**src/rtl/pf_lanectrl_pkg.sv**
```systemverilog
// Shared types for the lane-control pause sequencer.
// FSM state encodings used by pf_lanectrl_pause_seq.
package pf_lanectrl_pkg;

  typedef enum logic [2:0] {
    ST_IDLE = 3'd0,
    ST_PRE  = 3'd1,
    ST_LOAD = 3'd2,
    ST_POST = 3'd3,
    ST_ACK  = 3'd4
  } state_e;

  localparam int UPD_CNT_W = 16;

endpackage

```
**src/rtl/pf_lanectrl_dwell_cnt.sv**
```systemverilog
// Loadable down-counter with zero flag for state dwell timing.
// Holds at zero until reloaded, so it never wraps.
module pf_lanectrl_dwell_cnt #(
  parameter int CNT_W = 4
) (
  input  logic             CLK,
  input  logic             RESET_N,
  input  logic             load_i,
  input  logic [CNT_W-1:0] val_i,
  output logic             zero_o
);

  logic [CNT_W-1:0] cnt_q;

  always_ff @(posedge CLK or negedge RESET_N) begin
    if (!RESET_N) begin
      cnt_q <= '0;
    end else if (load_i) begin
      cnt_q <= val_i;
    end else if (cnt_q != '0) begin
      cnt_q <= cnt_q - CNT_W'(1);
    end
  end

  assign zero_o = (cnt_q == '0);

endmodule

```
**src/rtl/pf_lanectrl_pause_seq.sv**
```systemverilog
// Pause / delay-load / settle / ack sequencer for lane delay updates.
// Define PF_LANECTRL_PAUSE_SEQ_CNT_EN to add the UPDATE_COUNT port.
module pf_lanectrl_pause_seq
  import pf_lanectrl_pkg::*;
#(
  parameter int PRE_PAUSE_CYCLES  = 2,
  parameter int LOAD_CYCLES       = 1,
  parameter int POST_PAUSE_CYCLES = 3,
  parameter int CODE_W            = 8,
  parameter int CNT_W             = 4
) (
  input  logic              CLK,
  input  logic              RESET_N,
  input  logic              UPDATE_REQ,
  input  logic [CODE_W-1:0] UPDATE_CODE,
  output logic              UPDATE_ACK,
  output logic              BUSY,
  output logic              HS_IO_CLK_PAUSE,
  output logic              DELAY_LOAD,
`ifdef PF_LANECTRL_PAUSE_SEQ_CNT_EN
  output logic [15:0]       UPDATE_COUNT,
`endif
  output logic [CODE_W-1:0] DELAY_CODE
);

  localparam logic [CNT_W-1:0] PRE_L  = CNT_W'(PRE_PAUSE_CYCLES - 1);
  localparam logic [CNT_W-1:0] LOAD_L = CNT_W'(LOAD_CYCLES - 1);
  localparam logic [CNT_W-1:0] POST_L = CNT_W'(POST_PAUSE_CYCLES - 1);

  state_e            st_q, st_d;
  logic              cnt_ld;
  logic [CNT_W-1:0]  cnt_val;
  logic              cnt_zero;
  logic              pause_q, load_q, ack_q, busy_q;
  logic [CODE_W-1:0] code_q;

  pf_lanectrl_dwell_cnt #(
    .CNT_W (CNT_W)
  ) u_dwell (
    .CLK     (CLK),
    .RESET_N (RESET_N),
    .load_i  (cnt_ld),
    .val_i   (cnt_val),
    .zero_o  (cnt_zero)
  );

  always_comb begin
    st_d    = st_q;
    cnt_ld  = 1'b0;
    cnt_val = '0;
    unique case (st_q)
      ST_IDLE: if (UPDATE_REQ) begin
        st_d    = ST_PRE;
        cnt_ld  = 1'b1;
        cnt_val = PRE_L;
      end
      ST_PRE: if (cnt_zero) begin
        st_d    = ST_LOAD;
        cnt_ld  = 1'b1;
        cnt_val = LOAD_L;
      end
      ST_LOAD: if (cnt_zero) begin
        st_d    = ST_POST;
        cnt_ld  = 1'b1;
        cnt_val = POST_L;
      end
      ST_POST: if (cnt_zero) st_d = ST_ACK;
      ST_ACK:  st_d = ST_IDLE;
      default: st_d = ST_IDLE;
    endcase
  end

  // Outputs are decoded from the next state so they line up with it.
  always_ff @(posedge CLK or negedge RESET_N) begin
    if (!RESET_N) begin
      st_q    <= ST_IDLE;
      pause_q <= 1'b0;
      load_q  <= 1'b0;
      ack_q   <= 1'b0;
      busy_q  <= 1'b0;
      code_q  <= '0;
    end else begin
      st_q    <= st_d;
      pause_q <= (st_d == ST_PRE) || (st_d == ST_LOAD) ||
                 (st_d == ST_POST);
      load_q  <= (st_d == ST_LOAD);
      ack_q   <= (st_d == ST_ACK);
      busy_q  <= (st_d != ST_IDLE);
      if (st_q == ST_IDLE && UPDATE_REQ) code_q <= UPDATE_CODE;
    end
  end

`ifdef PF_LANECTRL_PAUSE_SEQ_CNT_EN
  logic [UPD_CNT_W-1:0] upd_cnt_q;

  always_ff @(posedge CLK or negedge RESET_N) begin
    if (!RESET_N) begin
      upd_cnt_q <= '0;
    end else if (st_q == ST_ACK && upd_cnt_q != '1) begin
      upd_cnt_q <= upd_cnt_q + UPD_CNT_W'(1);
    end
  end

  assign UPDATE_COUNT = upd_cnt_q;
`endif

  assign UPDATE_ACK      = ack_q;
  assign BUSY            = busy_q;
  assign HS_IO_CLK_PAUSE = pause_q;
  assign DELAY_LOAD      = load_q;
  assign DELAY_CODE      = code_q;

endmodule

```
**config.mk**
```make
export PLATFORM = sky130hd
export DESIGN_NAME = pf_lanectrl_pause_seq
export DESIGN_NICKNAME = d
export VERILOG_FILES = /design/src/rtl/pf_lanectrl_pkg.sv /design/src/rtl/pf_lanectrl_dwell_cnt.sv /design/src/rtl/pf_lanectrl_pause_seq.sv
export SDC_FILE = /design/constraint.sdc
export NUM_CORES = 1
export LEC_CHECK = 0
export CAP_MARGIN = 20
export CORE_AREA = 2 2 51 53
export DETAILED_ROUTE_END_ITERATION = 8
export DIE_AREA = 0 0 53 55
export PLACE_DENSITY_LB_ADDON = 0.08
export SYNTH_ARGS = -nofsm -noshare
export SYNTH_HDL_FRONTEND = slang
export SYNTH_SLANG_ARGS = --single-unit
```
**constraint.sdc**
```tcl
create_clock -name CLK -period 3.3 [get_ports CLK]
set_input_delay 0.33 -clock CLK [delete_from_list [all_inputs] [get_ports CLK]]
set_output_delay 0.33 -clock CLK [all_outputs]
set_load 0.01 [all_outputs]
```
Yosys cells after proc, flatten, opt, wreduce, memory -nomap -nowiden

Index checks and enable logic that the tools add are counted.

Bitwise operators: 0
Multiplexer cells: 13
Eq/ne operators: 7
Div/mod/pow operators: 0
Shift operators: 0
Multiply operators: 0
Magnitude comparators: 0
Add/sub/neg operators: 1
Reduce and logical (&&, ||, !) cells: 9

Operators with widths:

| operator                                                               | number |
|---|---|
| 3-bit by 2-bit equality test with 1-bit output (second input constant) | 4 |
| 3-bit two-way mux                                                      | 4 |
| 3-bit one-hot mux with 4 select lines                                  | 1 |
| 4-bit two-way mux                                                      | 2 |
| 3-bit by 1-bit equality test with 1-bit output (second input constant) | 2 |
| 4-bit zero test                                                        | 1 |
| 2-bit one-hot mux with 2 select lines                                  | 1 |
| 4-bit nonzero test                                                     | 1 |
| 4-bit by 1-bit subtractor with 4-bit output (second input constant)    | 1 |
| 3-bit equality test (second input constant)                            | 1 |
| 3-bit zero test                                                        | 1 |
| 1-bit two-way mux                                                      | 3 |
| 3-bit nonzero test                                                     | 1 |
| 1-bit logical OR                                                       | 2 |
| 2-bit two-way mux                                                      | 1 |
| 1-bit one-hot mux with 2 select lines                                  | 1 |
| 2-bit nonzero test                                                     | 1 |
| 2-bit OR reduction                                                     | 1 |
| 1-bit logical AND                                                      | 1 |

Bits in latches: 0
ROM bits: 0
Word-level logic and storage cells: 37
Output and inout bits: 12
Memory bits (writable): 0
Bits in registers: 19
Memories: 0

Logic depth before layout (Yosys ltp)

Depth after elaboration: 6
Gate-level depth with buffers: 5

Modules after synthesis

A second synthesis with hierarchy kept.

Cells, all modules: 66
Area total of the unflattened synthesis: 864.6 sq um

By module, submodules not included:

| module                | sequential area each (sq um) | cells each | area an instance (sq um) | times used |
|---|---|---|---|---|
| pf_lanectrl_pause_seq | 375.4                        | 44         | 630.6                    | 1 |
| pf_lanectrl_dwell_cnt | 100.1                        | 22         | 234.0                    | 1 |

Worst setup path before layout

OpenSTA, ideal clock, no wires.

Path type: reg2reg
From: reg u_dwell.cnt_q[0]
To: reg u_dwell.cnt_q[1]
Arrival time: 1.327 ns
Stages on the path, launching flop included: 6
Path buffers: 0
Period minus slack after synthesis: 1.448 ns
Setup time: 0.121 ns
Setup slack: 1.852 ns
Data required time: 3.179 ns
Path through: dfrtp_1 inv_1 ha_1 nor3b_2 o21ai_0 o22a_1

Word-level cells in the longest chain between the ends: 4

Ends and longest elaborated chain:

| item                                                                                | line                        | source |
|---|---|---|
| from (decl)                                                                         | pf_lanectrl_dwell_cnt.sv:13 | `logic [CNT_W-1:0] cnt_q;` |
| from (signal assigned)                                                              | pf_lanectrl_dwell_cnt.sv:19 | `cnt_q <= val_i;` |
| from (signal assigned)                                                              | pf_lanectrl_dwell_cnt.sv:21 | `cnt_q <= cnt_q - CNT_W'(1);` |
| branches (longest 4 deep; another with 4-bit by 1-bit subtractor with 4-bit output) | --                          |  |

Several ways; the timed one is not identified. The select of a mux whose other input is x is not followed.
A chain may end at the register's enable or synchronous reset.

Final worst setup path

From: reg st_q[2]
To: reg code_q[7], in the netlist DELAY_CODE[7]

Word-level cells in the longest chain between the ends: 2

Ends and longest elaborated chain:

| item                   | line                        | source |
|---|---|---|
| from (decl)            | pf_lanectrl_pause_seq.sv:30 | `state_e st_q, st_d;` |
| from (signal assigned) | pf_lanectrl_pause_seq.sv:83 | `st_q <= st_d;` |
| 3-bit zero test        | pf_lanectrl_pause_seq.sv:89 | `if (st_q == ST_IDLE && UPDATE_REQ) code_q <= UPDATE_CODE;` |
| 1-bit logical AND      | pf_lanectrl_pause_seq.sv:89 |  |
| to (signal assigned)   | pf_lanectrl_pause_seq.sv:81 | `code_q <= '0;` |
| to (signal assigned)   | pf_lanectrl_pause_seq.sv:89 |  |
| to (decl)              | pf_lanectrl_pause_seq.sv:35 | `logic [CODE_W-1:0] code_q;` |

No other way between the ends.

==> flow_metrics.py <==
metrics = {
    "outcome": {
        "status": "completed",
    },
    "cells_and_area": {
        "multi_input_area_um2": 368,
        "final_core_util_pct": 48.1,
        "fin_area_um2": 1140,
        "syn_to_final_growth_pct": 27.5,
        "mostFrequentLayoutCell": "clkdlybuf4s50_1",
        "area.sequential_um2": 475,
        "diodes": 0,
        "drive_gt1_share_pct": 16.3,
        "fill_cells": 231,
        "layout_common_cells": "clkdlybuf4s50_1 (22), dfrtp_1 (19), nor2_1 (6), mux2_4 (6), nor3_1 (4)",
        "nNetsFinal": 106,
    },
    "placed_design": {
        "gp_congestion": 0.707,
        "io_buffers": 22,
        "dp_hpwl_mm": 1.04,
        "placed_cell_area_um2": 1110,
    },
    "power_and_ir_drop": {
        "p_leak_nw": 0.478,
        "p_total_w": 0.00104,
        "power_density_nw_per_um2": 915,
        "peakVddDrop_mv": 0.475,
    },
    "drt": {
        "routedWlPerCell_um": 12.5,
        "dr.pass1.iters": 3,
        "drt-initial-drc-count": 3,
        "drt-vias-per-instance": 4.75,
        "post-route-drc-count": 0,
        "totalWireLength_mm": 1.52,
        "num_vias": 579,
        "ant_nets": 0,
    },
    "cts": {
        "cts_hold_buf": 0,
        "cts_resized": 0,
        "cts.sinks": 19,
        "numCtsBuffers": 3,
        "cts.path.max_buffers": 2,
        "insertion_delay_ps": 290,
        "htree_levels": 1,
        "cts_tree": "done",
        "clock-root-buffer": "clkbuf_4",
        "cts_setup_buffers": 0,
        "clk_pin_slew_ps": 100,
    },
    "sta": {
        "fin_setup_tns_ps": 0,
        "fin_crit_ps": 1870,
        "hold_viol": 0,
        "fmax_mhz": 534,
        "tightest_slew_ps": 891,
        "rsz0062_at_grt": "false",
        "slew_headroom_pct": 40.4,
        "finalMaxSlewViolations": 0,
        "clock_skew_ps": 3.46,
        "setup_viol": 0,
        "finalCritPeriodShare_pct": 56.8,
    },
    "setup_path": {
        "crit_fanout": 12,
        "worstPathArrival_ps": 2050,
        "startpoint_type": "register",
        "r2r-end": "DELAY_CODE[7]$_DFFE_PN0P_",
        "cp.required_ps": 3480,
        "reg2regPathDepth": 2,
        "end_kind": "register",
        "reg2reg_slack_ps": 1430,
        "critPathKind": "register to register",
        "r2r_start": "st_q[2]$_DFF_PN0_",
    },
    "die": {
        "die_area_um2": 2920,
        "initial_core_util_pct": 37.8,
        "die_w_um": 53,
        "die_y_um": 55,
        "ios": 23,
        "core_region_area_um2": 2360,
        "rows": 18,
    },
    "logic_synthesis": {
        "synth_seq_area_share_pct": 53.2,
        "synth_area_leader_cell": "dfrtp_1",
        "synthTopCellsByArea": "dfrtp_1 (53%), mux2_4 (10%), buf_6 (3.8%), xnor2_1 (2.9%), ha_1 (2.8%)",
        "postSynthCellCount": 70,
        "syn_avg_cell_area_um2": 12.8,
        "synth_fp_nets": 83,
        "synth_area_um2": 893,
        "yosys_warnings": 0,
        "synth_edf_count": 0,
        "synthArstFlopShare_pct": 100,
        "synthDominantCellAreaShare_pct": 53.2,
        "ys.flop_type": "dfrtp_1",
        "synth-seq-cells": 19,
        "synthDistinctLibCells": 23,
    },
    "grt": {
        "grt_pass1_vias": 640,
        "grt_overflow_total": 0,
        "grt_pass1_wl_mm": 2.65,
        "grt_usage_pct": 12.8,
        "grt_max_degree": 20,
        "antenna_found_initial": 0,
    },
    "hold_path": {
        "min_path_type": "input pin to asynchronous set/reset pin",
    },
    "flow_run": {
        "cap_violations": 0,
    },
}
-- worst max path at each step --
stage	startpoint	to	slack [ps]
finish	st_q[2]$_DFF_PN0_	DELAY_CODE[7]$_DFFE_PN0P_	1430
global route	st_q[2]$_DFF_PN0_	DELAY_CODE[7]$_DFFE_PN0P_	1310
CTS	st_q[2]$_DFF_PN0_	DELAY_CODE[7]$_DFFE_PN0P_	1350
detailed placement	UPDATE_REQ	DELAY_CODE[7]$_DFFE_PN0P_	1090
global placement	UPDATE_REQ	DELAY_CODE[7]$_DFFE_PN0P_	1130
floorplan	u_dwell.cnt_q[0]$_DFFE_PN0P_	u_dwell.cnt_q[1]$_DFFE_PN0P_	1850
-- kinds of logic after synthesis --
kind of cell    share of synthesized area (%)
simple gates                             15.7
mux                                      14.8
buf+inv                                  5.60
xor+xnor                                 2.94
flops                                    53.2
compound gates                           4.90
fa+ha+maj                                2.80
-- synth_stat cells (all sizes together), types with 3 or more instances --
cell   instances
mux2           8
buf            4
dfrtp         19
nand2          3
xnor2          3
nor2           7
nor3           4
inv            3
-- routing by layer --
layer	track usage, %	up-vias	share of wire (%)	routed length, um
met5	0	-	0	0
met4	6.41	0	0.86	13
met3	2.96	2	6.3	95
met2	21.7	17	48	737
met1	15.4	281	44	674
li1	-	279	-	-
-- flip-flops by register name, indices dropped and copies added (netlist names) --
register	flops
DELAY_LOAD	1
st_q	3
u_dwell.cnt_q	4
BUSY	1
HS_IO_CLK_PAUSE	1
UPDATE_ACK	1
DELAY_CODE	8
-- where the power goes --
group          internal (W)  switching (W)  total (W)
Sequential         0.000338      0.0000941   0.000432
Combinational      0.000308       0.000188   0.000496
Clock             0.0000469      0.0000669   0.000114
-- area by class of cell --
cell class / instances / area share [%]
Clock buffer: 4 / 2.31
Timing Repair Buffer: 22 / 19.3
Tap cell: 30 / 3.30
Inverter: 3 / 0.989
Sequential cell: 19 / 41.8
Multi-Input combinational cell: 44 / 32.3
-- worst max-delay path, stage by stage (launching register included) --
cell and delay [ps]:
dfrtp_1 510, nor4b_4 850, mux2_2 410
-- metrics by stage --
| step | hold WS, ps | setup WS (ps) | std cells |
|---|---|---|---|
| after global routing | 543 | 1310 | 122 |
| after CTS | 523 | 1350 | 122 |
| final | 513 | 1430 | 122 |
| after detailed placement | 491 | 1090 | 118 |
| after global placement | 493 | 1130 | 118 |
| after floorplan | 34.4 | 1850 | 70 |
(Power assumes the default switching activity.)
